[src/rtl/smash_noc_ni_tx.sv]
`default_nettype none
// ============================================================================
// Module      : smash_noc_ni_tx
// Description : Network-interface transmitter for one router input port of a
//               smash_noc mesh. Core requests pass a valid/ready handshake
//               into a circular FIFO. Requests with an illegal destination
//               are discarded there and never reach the mesh. The FIFO head
//               feeds a registered output stage that presents one packet to
//               the router under valid/ready flow control.
// Ports       : i_clk, i_rst_n        clock, async active-low reset
//               i_req_*/o_req_ready   core request handshake and payload
//               o_valid/i_ready       router handshake
//               o_addr_*/o_data       presented packet
//               o_drop                one-cycle pulse per discarded request
//               o_level               FIFO occupancy (output reg excluded)
//               o_sent_count,
//               o_drop_count          saturating statistics counters
// Options     : SMASH_NI_TX_STATS_EN  builds the statistics counters; when it
//                                     is undefined both counters read 0
// Revision    : 1.0  initial release
// ============================================================================
module smash_noc_ni_tx #(
   parameter int ADDR_SIZE       = 2,
   parameter int DATA_SIZE       = 32,
   parameter int NUM_ROWS        = 2,
   parameter int NUM_COLUMNS     = 2,
   parameter int ROUTER_ROW_ADDR = 0,
   parameter int ROUTER_COL_ADDR = 0,
   parameter int FIFO_DEPTH      = 4
) (
   input  logic                            i_clk,
   input  logic                            i_rst_n,
   input  logic                            i_req_valid,
   output logic                            o_req_ready,
   input  logic [ADDR_SIZE-1:0]            i_req_addr_row,
   input  logic [ADDR_SIZE-1:0]            i_req_addr_col,
   input  logic [DATA_SIZE-1:0]            i_req_data,
   output logic                            o_valid,
   input  logic                            i_ready,
   output logic [ADDR_SIZE-1:0]            o_addr_row,
   output logic [ADDR_SIZE-1:0]            o_addr_col,
   output logic [DATA_SIZE-1:0]            o_data,
   output logic                            o_drop,
   output logic [$clog2(FIFO_DEPTH):0]     o_level,
   output logic [15:0]                     o_sent_count,
   output logic [15:0]                     o_drop_count
);

   localparam int PTR_W = $clog2(FIFO_DEPTH);
   localparam int LVL_W = PTR_W + 1;
   localparam int ENT_W = 2 * ADDR_SIZE + DATA_SIZE;

   // Address limits are one bit wider so a limit of 2**ADDR_SIZE still fits.
   localparam logic [LVL_W-1:0]     c_depth    = LVL_W'(FIFO_DEPTH);
   localparam logic [ADDR_SIZE:0]   c_num_rows = (ADDR_SIZE+1)'(NUM_ROWS);
   localparam logic [ADDR_SIZE:0]   c_num_cols = (ADDR_SIZE+1)'(NUM_COLUMNS);
   localparam logic [ADDR_SIZE-1:0] c_own_row  = ADDR_SIZE'(ROUTER_ROW_ADDR);
   localparam logic [ADDR_SIZE-1:0] c_own_col  = ADDR_SIZE'(ROUTER_COL_ADDR);

   localparam logic [0:0] S_EMPTY = 1'b0;
   localparam logic [0:0] S_FULL  = 1'b1;

   logic [0:0]           r_state;
   logic [0:0]           w_state_nxt;
   logic [PTR_W-1:0]     r_wr_ptr;
   logic [PTR_W-1:0]     r_rd_ptr;
   logic [LVL_W-1:0]     r_level;
   logic [ENT_W-1:0]     r_mem [FIFO_DEPTH];
   logic [ADDR_SIZE-1:0] r_out_row;
   logic [ADDR_SIZE-1:0] r_out_col;
   logic [DATA_SIZE-1:0] r_out_data;
   logic                 r_drop;

   logic w_accept;
   logic w_illegal;
   logic w_push;
   logic w_drop;
   logic w_xfer;
   logic w_pop;
   logic w_fifo_nonempty;

   // ---------------------------------------------------------------------
   // Input handshake and destination filter
   // ---------------------------------------------------------------------
   assign o_req_ready = (r_level != c_depth);
   assign w_accept    = i_req_valid && o_req_ready;
   assign w_illegal   = ({1'b0, i_req_addr_row} >= c_num_rows) ||
                        ({1'b0, i_req_addr_col} >= c_num_cols) ||
                        ((i_req_addr_row == c_own_row) && (i_req_addr_col == c_own_col));
   assign w_push      = w_accept && !w_illegal;
   assign w_drop      = w_accept &&  w_illegal;

   // The pop only looks at the occupancy register, so a push into an empty
   // FIFO becomes poppable on the following edge (no bypass).
   assign w_fifo_nonempty = (r_level != '0);
   assign w_xfer          = (r_state == S_FULL) && i_ready;
   assign w_pop           = w_fifo_nonempty && ((r_state == S_EMPTY) || i_ready);

   // ---------------------------------------------------------------------
   // FIFO storage (data only, no reset needed) and control
   // ---------------------------------------------------------------------
   always_ff @(posedge i_clk) begin
      if (w_push) begin
         r_mem[r_wr_ptr] <= {i_req_addr_row, i_req_addr_col, i_req_data};
      end
   end

   always_ff @(posedge i_clk or negedge i_rst_n) begin
      if (!i_rst_n) begin
         r_wr_ptr <= '0;
         r_rd_ptr <= '0;
         r_level  <= '0;
         r_drop   <= 1'b0;
      end else begin
         r_drop <= w_drop;
         if (w_push) begin
            r_wr_ptr <= r_wr_ptr + PTR_W'(1);
         end
         if (w_pop) begin
            r_rd_ptr <= r_rd_ptr + PTR_W'(1);
         end
         case ({w_push, w_pop})
            2'b10:   r_level <= r_level + LVL_W'(1);
            2'b01:   r_level <= r_level - LVL_W'(1);
            default: r_level <= r_level;
         endcase
      end
   end

   // ---------------------------------------------------------------------
   // Output stage: state register / next state / outputs
   // ---------------------------------------------------------------------
   always_ff @(posedge i_clk or negedge i_rst_n) begin
      if (!i_rst_n) begin
         r_state <= S_EMPTY;
      end else begin
         r_state <= w_state_nxt;
      end
   end

   always_comb begin
      w_state_nxt = r_state;
      case (r_state)
         S_EMPTY: if (w_fifo_nonempty) w_state_nxt = S_FULL;
         S_FULL:  if (w_xfer && !w_fifo_nonempty) w_state_nxt = S_EMPTY;
         default: w_state_nxt = S_EMPTY;
      endcase
   end

   always_comb begin
      o_valid = (r_state == S_FULL);
   end

   always_ff @(posedge i_clk or negedge i_rst_n) begin
      if (!i_rst_n) begin
         r_out_row  <= '0;
         r_out_col  <= '0;
         r_out_data <= '0;
      end else if (w_pop) begin
         {r_out_row, r_out_col, r_out_data} <= r_mem[r_rd_ptr];
      end
   end

   assign o_addr_row = r_out_row;
   assign o_addr_col = r_out_col;
   assign o_data     = r_out_data;
   assign o_drop     = r_drop;
   assign o_level    = r_level;

   // ---------------------------------------------------------------------
   // Statistics
   // ---------------------------------------------------------------------
`ifdef SMASH_NI_TX_STATS_EN
   logic [15:0] r_sent_count;
   logic [15:0] r_drop_count;

   always_ff @(posedge i_clk or negedge i_rst_n) begin
      if (!i_rst_n) begin
         r_sent_count <= '0;
         r_drop_count <= '0;
      end else begin
         if (w_xfer && (r_sent_count != 16'hFFFF)) begin
            r_sent_count <= r_sent_count + 16'd1;
         end
         if (w_drop && (r_drop_count != 16'hFFFF)) begin
            r_drop_count <= r_drop_count + 16'd1;
         end
      end
   end

   assign o_sent_count = r_sent_count;
   assign o_drop_count = r_drop_count;
`else
   assign o_sent_count = 16'h0000;
   assign o_drop_count = 16'h0000;
`endif

endmodule
`default_nettype wire
[config.mk]
export PLATFORM = sky130hd
export DESIGN_NAME = smash_noc_ni_tx
export DESIGN_NICKNAME = d
export VERILOG_FILES = /design/src/rtl/smash_noc_ni_tx.sv
export SDC_FILE = /design/constraint.sdc
export NUM_CORES = 1
export LEC_CHECK = 0
export BUFFER_PORTS_ARGS = -buffer_cell sky130_fd_sc_hd__buf_4
export CAP_MARGIN = 5
export CORE_ASPECT_RATIO = 1.2
export CORE_MARGIN = 2
export CORE_UTILIZATION = 55
export DETAILED_ROUTE_END_ITERATION = 8
export PLACE_DENSITY = 0.8
export SLEW_MARGIN = 20
export SYNTH_ARGS = -nofsm -noshare
export SYNTH_HDL_FRONTEND = slang
export SYNTH_SLANG_ARGS = --single-unit
export TNS_END_PERCENT = 1
[constraint.sdc]
create_clock -name i_clk -period 5.8 [get_ports i_clk]
set_clock_uncertainty 0.15 [all_clocks]
set_input_delay 1.16 -clock i_clk [delete_from_list [all_inputs] [get_ports i_clk]]
set_output_delay 1.16 -clock i_clk [all_outputs]
set_load 0.05 [all_outputs]
==> Yosys cells after proc, flatten, opt, wreduce, memory -nomap -nowiden <==
Memory sizes are Yosys's and may differ from the RTL's. A register that Yosys moved wholly into a read port is not among the register bits.
Cells that the tools add are included.
{ "word_totals": {"n_memories": 1, "ff_bits": 9, "out_inout_bits": 74, "input_bits": 40, "elab_cells": 39, "ramBits": 144} }
{ "op_classes": {"n_reduce_logical": 17, "add_sub_neg": 4, "eq_ne": 3, "muxes": 6, "order_cmp": 2, "n_bitwise": 1} }
{ "mem_list": {"columns": ["memory", "words", "width", "read_ports", "rd_clocked_by_memory_dff", "write_ports", "line", "rtl"], "rows": [
  ["r_mem", 4, 36, 1, 1, 1, "68", "logic [ENT_W-1:0] r_mem [FIFO_DEPTH];"]
]} }
{ "ops": {"columns": ["op", "n"], "rows": [
  ["logical AND 1 bit", 7],
  ["one-hot mux 3 bit (2 select lines)", 1],
  ["adder 2 x 1 -> 2 bit (second input constant)", 2],
  [">= comparator 2 bit (second input constant)", 2],
  ["logical NOT 2 bit", 2],
  ["two-way mux 1 bit", 4],
  ["adder 3 x 1 -> 3 bit (second input constant)", 1],
  ["logical NOT 1 bit", 3],
  ["logical OR 1 bit", 3],
  ["!= test 3 bit (second input constant)", 1],
  ["nonzero test 3 bit", 1],
  ["subtractor 3 x 1 -> 3 bit (second input constant)", 1],
  ["equality test 2 x 1 -> 1 bit (second input constant)", 1],
  ["equality test 2 bit (second input constant)", 1],
  ["one-hot mux 1 bit (2 select lines)", 1],
  ["nonzero test 2 bit", 1],
  ["NOT 1 bit", 1]
]} }

==> Logic depth before layout (Yosys ltp) <==
Gate-level depths: netlist (run 1).
{ "logic_depth": {"word_depth": 7, "ltp_mapped": 10, "mapped_depth_nobuf": 9} }

==> Least setup slack after synthesis (run 1) <==
Ideal clock, no wire load.
{ "synth_path": {"path_kind": "input to register", "startpoint": "input port i_req_addr_row[1]", "endpoint": "memory r_mem[0][0] (netlist name), enable pin", "t_required_ns": 5.253, "slack_ns": 2.775, "path_buffers": 0, "stages": 3, "setup_time_ns": 0.397, "arrival_time_ns": 2.478, "path_cell_list": "nor2_1 -> o2111a_1 -> and2_1"} }
{ "synth_via": {"elab_chain_cells": 7, "elab_cells_between_ends": 9, "classes_between": "1 x order compare; 2 x mux; 6 x reduce/logical"} }
{ "synth_rtl": {"columns": ["item", "line", "rtl"], "rows": [
  ["from (decl)", "35", "input logic [ADDR_SIZE-1:0] i_req_addr_row,"],
  [">= comparator 2 bit or logical NOT 2 bit (tied branches)", "87, 89", null],
  ["logical OR 1 bit or logical AND 1 bit (tied branches)", "87, 89", null],
  ["logical OR 1 bit (*)", "88", "({1'b0, i_req_addr_col} >= c_num_cols) ||"],
  ["logical NOT 1 bit (*)", "90", "assign w_push = w_accept && !w_illegal;"],
  ["logical AND 1 bit (*)", "90", null],
  ["two-way mux 1 bit (*)", "103", "if (w_push) begin"],
  ["two-way mux 1 bit (implied by the code) (*)", "104", "r_mem[r_wr_ptr] <= {i_req_addr_row, i_req_addr_col, i_req_data};"],
  ["to (decl)", "68", null]
]} }
Mark *: on every way between the ends. The rest lies on a longest branch, timed or not.

==> Worst setup path in the final report (run 1) <==
{ "layout_path": {"startpoint": "register r_level[1], in the netlist o_level[1]", "endpoint": "output port o_req_ready"} }
{ "layout_via": {"elab_chain_cells": 1} }
{ "layout_rtl": {"columns": ["item", "line", "rtl"], "rows": [
  ["from (decl)", "67", "logic [LVL_W-1:0] r_level;"],
  ["from (signal assigned)", "123", "2'b10: r_level <= r_level + LVL_W'(1);"],
  ["from (signal assigned)", "124", "2'b01: r_level <= r_level - LVL_W'(1);"],
  ["from (signal assigned)", "125", "default: r_level <= r_level;"],
  ["!= test 3 bit", "85", "assign o_req_ready = (r_level != c_depth);"],
  ["to (decl)", "34", "output logic o_req_ready,"]
]} }
No other way between the ends.

==> reports/metrics.yaml, run 1 <==
status:
  result_of_the_run: "complete, no violations"
routing:
  drtAntennaViolNets: 0
  drc_errors: 0
  dr.pass1.iters: 5
  detail_route.iter0.violations: 172
  routed_wl_um: 12000
  route.vias.total: 3291
  average_routed_wire_per_standard_cell_um: 19.6
  avgViaCountPerCell: 5.38
global_route:
  grt_use_met1: 0.221
  grt_first_pass_wirelength_um: 18500
  grt_usage: 0.183
  number_of_antenna_violations_at_the_first_check_in_global_routing: 0
  grt_start_max_net_pins: 46
  top_usage_layer: "met2"
  vias_in_the_first_global_route: 3418
  use_met3: 0.0461
  gr-usage-met2: 0.311
  globalRouteOverflowTotal: 0
clocking:
  htreeDepth: 4
  cts_num_sinks: 189
  clock_tree.buffer_depth: 2
  root_buffer: "clkbuf_16"
  post_cts.repair.setup_buffers: 0
  clock_insertion_delay_worst_skew_ns: 0.43
  cts_made_buffers: 17
  tritoncts: "built"
  ctsResizeCount: 0
  clk_pin_slew_worst_paths_ns: 0.07
  cts_hold_buffers: 0
placement:
  placement.io_buffers: 81
  gp_congestion: 0.677
  post-dp-hpwl_um: 7220
  dpl-instance-area_mm2: 0.00795
logic_synthesis:
  synthDistinctLibCells: 29
  number_of_synthesized_flops_with_an_enable_pin: 144
  yosys_register_bits: 189
  synth_async_reset_ratio: 0.238
  area_of_the_mapped_netlist_mm2: 0.00732
  yosysWarningCount: 0
  synthCells: 342
  synth.yosys.seq_area_share: 0.744
  syn_avg_cell_area_um2: 21.4
  synth-main-ff-cell: "edfxtp_1"
sta:
  max_slew.worst_pin.slew_ns: 0.982
  finalWorstPathRequiredPeriod_ns: 2.87
  grt_setup_unrepaired: "false"
  final.hold.worst_slack_ns: 0.355
  setup_total_negative_slack_ns: 0
  maxSlewViolCount: 0
  timing.fmax_ghz: 0.349
  final.period_utilization: 0.495
  timing.final.setup_violations: 0
  hold_viol: 0
  worst_slew_margin_rel: 0.345
die:
  dieArea_mm2: 0.0143
  core.rowCount: 46
  chipHeight_um: 130
  effective_utilization_at_floorplan: 0.558
  floorplan.core_area_mm2: 0.0131
  floorplan.die.width_um: 109
  boundaryPins: 114
worst_setup_path:
  cp_max_fo: 4
  crit_slowest_cell: "or3b_1"
  reg2reg_slack_ns: 3.23
  worstReg2RegStart: "o_level[1]"
  critPathLaunchType: "flop"
  critical-path-max-stage-delay_ns: 0.48
  worst_ep_required_time_ns: 4.49
  cp_cell_sequence: "or3b_1 > buf_4"
  critical_path_class: "flop to output port"
  worstRegToRegCells: 9
  critical_path.reg2reg.endpoint: "o_level[2]"
  timing.critical_path.arrival_ns: 1.56
  crit_path_end_kind: "output port"
finish:
  final_layout_size_suffix_gt1_frac: 0.439
  n_antenna_cell: 0
  layout-area-overhead-vs-synth_pct: 17.0
  finish.net_count: 477
  stdcell_area_mm2: 0.00857
  post-route-util: 0.653
worst_hold_path:
  worstHoldEndpoint: "o_data[6]"
  hp-start: "o_data[6]"
  hold-path-cell-count: 1
  holdCritPathClass: "flop to flop"
pwr:
  ir_drop_uv: 414
  leakagePower_nw: 3.17
  p_per_area_mw_per_mm2: 538
flow_run:
  cap_violations: 0
[cell usage after synthesis, types with 2 or more instances]
master / n / share of area
mux4_2: 35 / 0.11
edfxtp_1: 144 / 0.59
buf_2: 5 / 0.0034
xnor2_1: 2 / 0.0024
dfrtp_1: 45 / 0.15
clkbuf_1: 2 / 0.0010
and2_1: 4 / 0.0034
ha_1: 5 / 0.0085
mux2_2: 29 / 0.045
buf_4: 34 / 0.035
buf_12: 2 / 0.0055
mux2_4: 8 / 0.016
inv_1: 7 / 0.0036
xor2_1: 4 / 0.0048
nor2_1: 2 / 0.0010
[kinds of logic after synthesis]
kind of cell               count (synthesis)  synth area share
AOI/OAI and AO/OA                          3           0.00290
xor gates and xnor gates                   6           0.00718
adders and majority gates                  6            0.0113
buffers and inverters                     51            0.0499
DFF                                      189             0.744
muxes                                     74             0.174
other                                      1          0.000512
and+or+nand+nor                           12            0.0104
[layer usage]
metal,up-vias,share of wire,wire (um)
met2,125,0.54,6440
met4,0,0.025,295
met3,25,0.050,606
li1,1448,-,-
met5,-,0,0
met1,1693,0.39,4670
[flip-flops by register name, summed over array words and instances (netlist names)]
signal      cells
o_addr_col      2
o_addr_row      2
o_data         32
o_drop          1
o_level         3
o_valid         1
r_mem         144
r_rd_ptr        2
r_wr_ptr        2
[critical path, delay by kind of cell, from the launching register on]
family | cells | cell delay, ns
simple gates | 1 | 0.48
flops | 1 | 0.42
buf+inv | 1 | 0.23
[cell type report]
type	count	area [um^2]
fill	887	4560
inverter	7	26.3
multi-input combinational	133	1640
timing repair buffer	83	623
tap	168	210
sequential	189	5450
clock buffer	17	425
clock inverter	15	188
[where the power goes]
group	internal (W)	total [W]	switching (W)
Combinational	0.000653	0.00158	0.000929
Clock	0.000685	0.00119	0.000500
Sequential	0.00167	0.00184	0.000173
Total	0.00301	0.00461	0.00160
[worst max path at each step]
stage	start	endpoint	slack, ns
2_1_floorplan	i_req_addr_row[1]	r_mem[0][0]	2.78
6_report	o_level[1]	o_req_ready	2.93
5_1_grt	o_level[0]	o_req_ready	2.86
4_1_cts	o_level[1]	o_req_ready	2.93
3_5_place_dp	i_req_addr_row[1]	r_mem[0][1]	2.61
3_3_place_gp	i_req_addr_row[1]	r_mem[0][8]	2.66
[cell usage in the layout, fill, tap and decap left out, drive strengths merged]
| cell | instances |
|---|---|
| dfrtp | 45 |
| and3b | 1 |
| clkbuf | 17 |
| nand2b | 1 |
| clkinvlp | 5 |
| ha | 5 |
| or3b | 1 |
| buf | 83 |
| o21ai | 1 |
| and3 | 1 |
| and2 | 4 |
| xnor2 | 2 |
| a21oi | 1 |
| xor2 | 4 |
| fa | 1 |
| bufinv | 3 |
| edfxtp | 144 |
| o2111a | 1 |
| mux2 | 37 |
| conb | 32 |
| nand2 | 1 |
| mux4 | 36 |
| mux2i | 1 |
| clkinv | 2 |
| nor2 | 2 |
| inv | 12 |
| nor3 | 1 |
[metrics by stage]
step,total power (W),setup slack (ns),cells
finish,0.00461,2.93,612
global placement,0.00342,2.66,580
floorplan,0.00307,2.78,373
detailed placement,0.00347,2.61,580
global route,0.00479,2.86,612
CTS,0.00465,2.93,612
Note: power is estimated with default switching activity, not from simulation.
==> run 2: changes to the inputs <==
--- a/config.mk
+++ b/config.mk
@@ -5,13 +5,14 @@
 export SDC_FILE = /design/constraint.sdc
 export NUM_CORES = 1
 export LEC_CHECK = 0
+export ABC_AREA = 1
 export BUFFER_PORTS_ARGS = -buffer_cell sky130_fd_sc_hd__buf_4
 export CAP_MARGIN = 5
 export CORE_ASPECT_RATIO = 1.2
 export CORE_MARGIN = 2
-export CORE_UTILIZATION = 55
+export CORE_UTILIZATION = 52
 export DETAILED_ROUTE_END_ITERATION = 8
-export PLACE_DENSITY = 0.8
+export PLACE_DENSITY = 0.78
 export SLEW_MARGIN = 20
 export SYNTH_ARGS = -nofsm -noshare
 export SYNTH_HDL_FRONTEND = slang
==> constraint.sdc (replaced) <==
create_clock -name i_clk -period 2.3 [get_ports i_clk]
set_clock_uncertainty 0.15 [all_clocks]
set_input_delay 0.46 -clock i_clk [delete_from_list [all_inputs] [get_ports i_clk]]
set_output_delay 0.46 -clock i_clk [all_outputs]
set_load 0.05 [all_outputs]
==> run 2 against run 1 <==
Clock-buffer cell count rose by 4; largest power group is now combinational logic; largest cell class unchanged; cell area grew 13%; worst hold slack worse by 0.28 ns; synthesized cell count is 140% higher.
==> reports/metrics.yaml, run 2 <==
worst_setup_path:
  timing.critical_path.depth: 11  # was 2
  worstReg2RegStart: "o_level[2]"  # was o_level[1]
  crit_path_end_kind: "flop"  # was output port
  critical_path.reg2reg.endpoint: "o_level[2]"  # unchanged
  critical_path_class: "flop to flop"  # was flop to output port
  critical_path_buf_inv_count: 4  # was 1
  worstRegToRegCells: 11  # was 9
  timing.critical_path.max_delay_family: "adder cells"  # was simple AND/OR/NAND/NOR gates
  crit_slowest_cell: "dfrtp_2"  # was or3b_1
  timing.critical_path.arrival_ns: 2.17  # was 1.56 ns
  worst_ep_required_time_ns: 2.49  # was 4.49 ns
  reg2reg_slack_ns: 0.33  # was 3.23 ns
  critical-path-max-stage-delay_ns: 0.40  # was 0.48 ns
  cp_cell_sequence: "inv_1 > nand3_2 > inv_2 > nor2_4 > ha_1 > inv_1 > fa_1 > inv_1 > nand2_1 > nand3b_1 > xor2_1"  # was or3b_1 > buf_4
  path_common_cell: "inv_1"
  critPathLaunchType: "flop"  # unchanged
  cp_max_fo: 3  # was 4
clocking:
  ctsResizeCount: 0  # unchanged
  clock_insertion_delay_worst_skew_ns: 0.43  # about the same
  cts_hold_buffers: 1  # was 0
  tritoncts: "built"  # unchanged
  root_buffer: "clkbuf_16"  # unchanged
  clock_tree.buffer_depth: 2  # unchanged
  cts_made_buffers: 17  # unchanged
  post_cts.repair.setup_buffers: 0  # unchanged
  clk_pin_slew_worst_paths_ns: 0.07  # about the same
  htreeDepth: 4  # unchanged
  cts_num_sinks: 189  # unchanged
logic_synthesis:
  yosysMostFrequentCell: "nand2_1"  # was edfxtp_1
  synthCells: 815  # was 342
  syn_avg_cell_area_um2: 10.1  # was 21.4 um^2
  synth-main-ff-cell: "edfxtp_1"  # unchanged
  synth_largest_type_area_fraction: 0.528  # was 0.590
  synth_async_reset_ratio: 0.238  # unchanged
  synthDistinctLibCells: 22  # was 29
  number_of_synthesized_flops_with_an_enable_pin: 144  # unchanged
  synth.yosys.seq_area_share: 0.665  # was 0.744
  yosys_register_bits: 189  # unchanged
  yosysWarningCount: 0  # unchanged
  synth_area_leaders: "edfxtp_1, nand2_1, dfrtp_1, inv_1, nand3_1"  # was edfxtp_1, dfrtp_1, mux4_2, mux2_2, buf_4
  synth.largest_area_cell: "edfxtp_1"  # unchanged
  synth_top_cells_by_count: "nand2_1, inv_1, edfxtp_1"  # was edfxtp_1, dfrtp_1, mux4_2
  area_of_the_mapped_netlist_mm2: 0.00820  # was 0.00732 mm^2
pwr:
  power.share.sequential: 0.364  # was 0.400
  combinationalPowerShare: 0.397  # was 0.343
  p_per_area_mw_per_mm2: 1260  # was 538 mW/mm^2
  cellInternalPower_w: 0.00726  # was 0.00301 W
  power.switching_fraction: 0.405  # was 0.347
  power.share.clock: 0.239  # was 0.257
  leakagePower_nw: 4.65  # was 3.17 nW
  net_switching_power_w: 0.00494  # was 0.00160 W
  ir_drop_uv: 732  # was 414 uV
sta:
  timing.fmax_ghz: 0.506
  worst_slew_margin_rel: 0.580  # was 0.345
  maxSlewViolCount: 0  # unchanged
  final.period_utilization: 0.859
  setup_total_negative_slack_ns: 0  # unchanged
  hold_viol: 0  # unchanged
  finalWorstPathRequiredPeriod_ns: 1.97
  final.hold.worst_slack_ns: 0.0787  # was 0.355 ns
  max_slew.worst_pin.slew_ns: 0.630  # was 0.982 ns
  grt_setup_unrepaired: "false"  # unchanged
  timing.final.setup_violations: 0  # unchanged
global_route:
  grt_start_max_net_pins: 74  # was 46
  grt_first_pass_wirelength_um: 25500  # was 18,500 um
  globalRouteOverflowTotal: 0  # unchanged
  grt_usage: 0.199  # was 0.183
  vias_in_the_first_global_route: 5123  # was 3,418
  number_of_antenna_violations_at_the_first_check_in_global_routing: 0  # unchanged
finish:
  final_cell_count_no_fill: 1126  # was 612
  number_of_flip_flops_under_the_largest_register_name: 144  # unchanged
  top_register: "r_mem"  # unchanged
  most-common-layout-cells: "nand2_1, inv_1, edfxtp_1"  # was edfxtp_1, buf_4, dfrtp_1
  final_common_cell: "nand2_1"  # was edfxtp_1
  final_layout_size_suffix_gt1_frac: 0.163  # was 0.439
  layout-area-overhead-vs-synth_pct: 17.7  # was 17.0%
  finish.net_count: 951  # was 477
  n_antenna_cell: 0  # unchanged
  post-route-util: 0.622  # was 0.653
placement:
  post-dp-hpwl_um: 9940  # was 7220 um
  gp_congestion: 0.773  # was 0.677
  place_inst: 1093  # was 580
  placement.io_buffers: 81  # unchanged
routing:
  routed_wl_um: 15900  # was 12,000 um
  detail_route.iter0.violations: 461  # was 172
  average_routed_wire_per_standard_cell_um: 14.1  # was 19.6 um
  drtAntennaViolNets: 0  # unchanged
  avgViaCountPerCell: 4.74  # was 5.38
  dr.pass1.iters: 5  # unchanged
  drc_errors: 0  # unchanged
  route.vias.total: 5336  # was 3,291
worst_hold_path:
  holdCritPathClass: "input pin to flop"  # was flop to flop
  worstHoldEndpoint: "r_mem[3][4]"  # was o_data[6]
  hp-start: "i_req_data[4]"  # was o_data[6]
  hold-path-cell-count: 1  # unchanged
flow_run:
  cap_violations: 0  # unchanged
die:
  core.rowCount: 50  # was 46
  effective_utilization_at_floorplan: 0.528  # was 0.558
  floorplan.core_area_mm2: 0.0155  # was 0.0131 mm^2
  boundaryPins: 114  # unchanged
  dieArea_mm2: 0.0168  # was 0.0143 mm^2
  chipHeight_um: 142  # was 130 um
  floorplan.die.width_um: 119  # was 109 um
status:
  result_of_the_run: "complete, no violations"  # unchanged
[run 2: cell type report]
| cell class | count | area [um^2] |
|---|---|---|
| Timing Repair Buffer | 102 | 843 |
| Multi-Input combinational cell | 434 | 1890 |
| Sequential cell | 189 | 5460 |
| Fill cell | 1219 | 5870 |
| Inverter | 161 | 604 |
| Clock buffer | 21 | 460 |
| Clock inverter | 11 | 134 |
| Tap cell | 208 | 260 |
[run 2: cell families after synthesis]
family,after synthesis,share of synthesized area
AOI/OAI and AO/OA,3,0.00229
other,1,0.000458
DFF,189,0.665
buffers and inverters,223,0.126
and+or+nand+nor,390,0.193
adders and majority gates,6,0.0101
xor gates and xnor gates,3,0.00321
[run 2: worst register-to-register path: stages (launching register included)]
cell	delay, ns
dfrtp_2	0.40
inv_1	0.08
nand3_2	0.11
inv_2	0.06
nor2_4	0.10
ha_1	0.17
inv_1	0.07
fa_1	0.39
inv_1	0.07
nand2_1	0.05
nand3b_1	0.09
xor2_1	0.16
[run 2: power by group through the flow]
stage	logic [W]	registers (W)	clock network (W)
after global routing	0.00528	0.00450	0.00313
final	0.00484	0.00444	0.00292
after floorplan	0.00238	0.00571	0
after detailed placement	0.00487	0.00451	0
after global placement	0.00477	0.00450	0
after CTS	0.00490	0.00444	0.00297
[run 2: per-layer routing]
metal  global-route usage  share of wire  vias to the layer above
li1                     -              -                     2619
met1                0.226           0.40                     2534
met2                0.363           0.53                      160
met3               0.0478          0.048                       23
met4               0.0746          0.021                        0
met5                    0              0                        -
[run 2: worst max path at each step]
stage / start / end / slack (ns)
finish: o_level[2] / o_level[2] / 0.33
CTS: o_level[0] / o_level[2] / 0.31
global route: o_level[0] / o_level[2] / 0.19
detailed placement: i_req_addr_row[0] / o_level[2] / 0.12
floorplan: o_level[0] / o_level[2] / 0.03
global placement: i_req_addr_row[0] / o_level[2] / 0.20
[run 2: through the flow]
step | power (W) | setup slack (ns) | cell area [um^2]
global placement | 0.00927 | 0.196 | 9040
detailed placement | 0.00938 | 0.118 | 9040
floorplan | 0.00809 | 0.0294 | 8370
finish | 0.0122 | 0.325 | 9650
CTS | 0.0123 | 0.314 | 9650
global route | 0.0129 | 0.194 | 9650
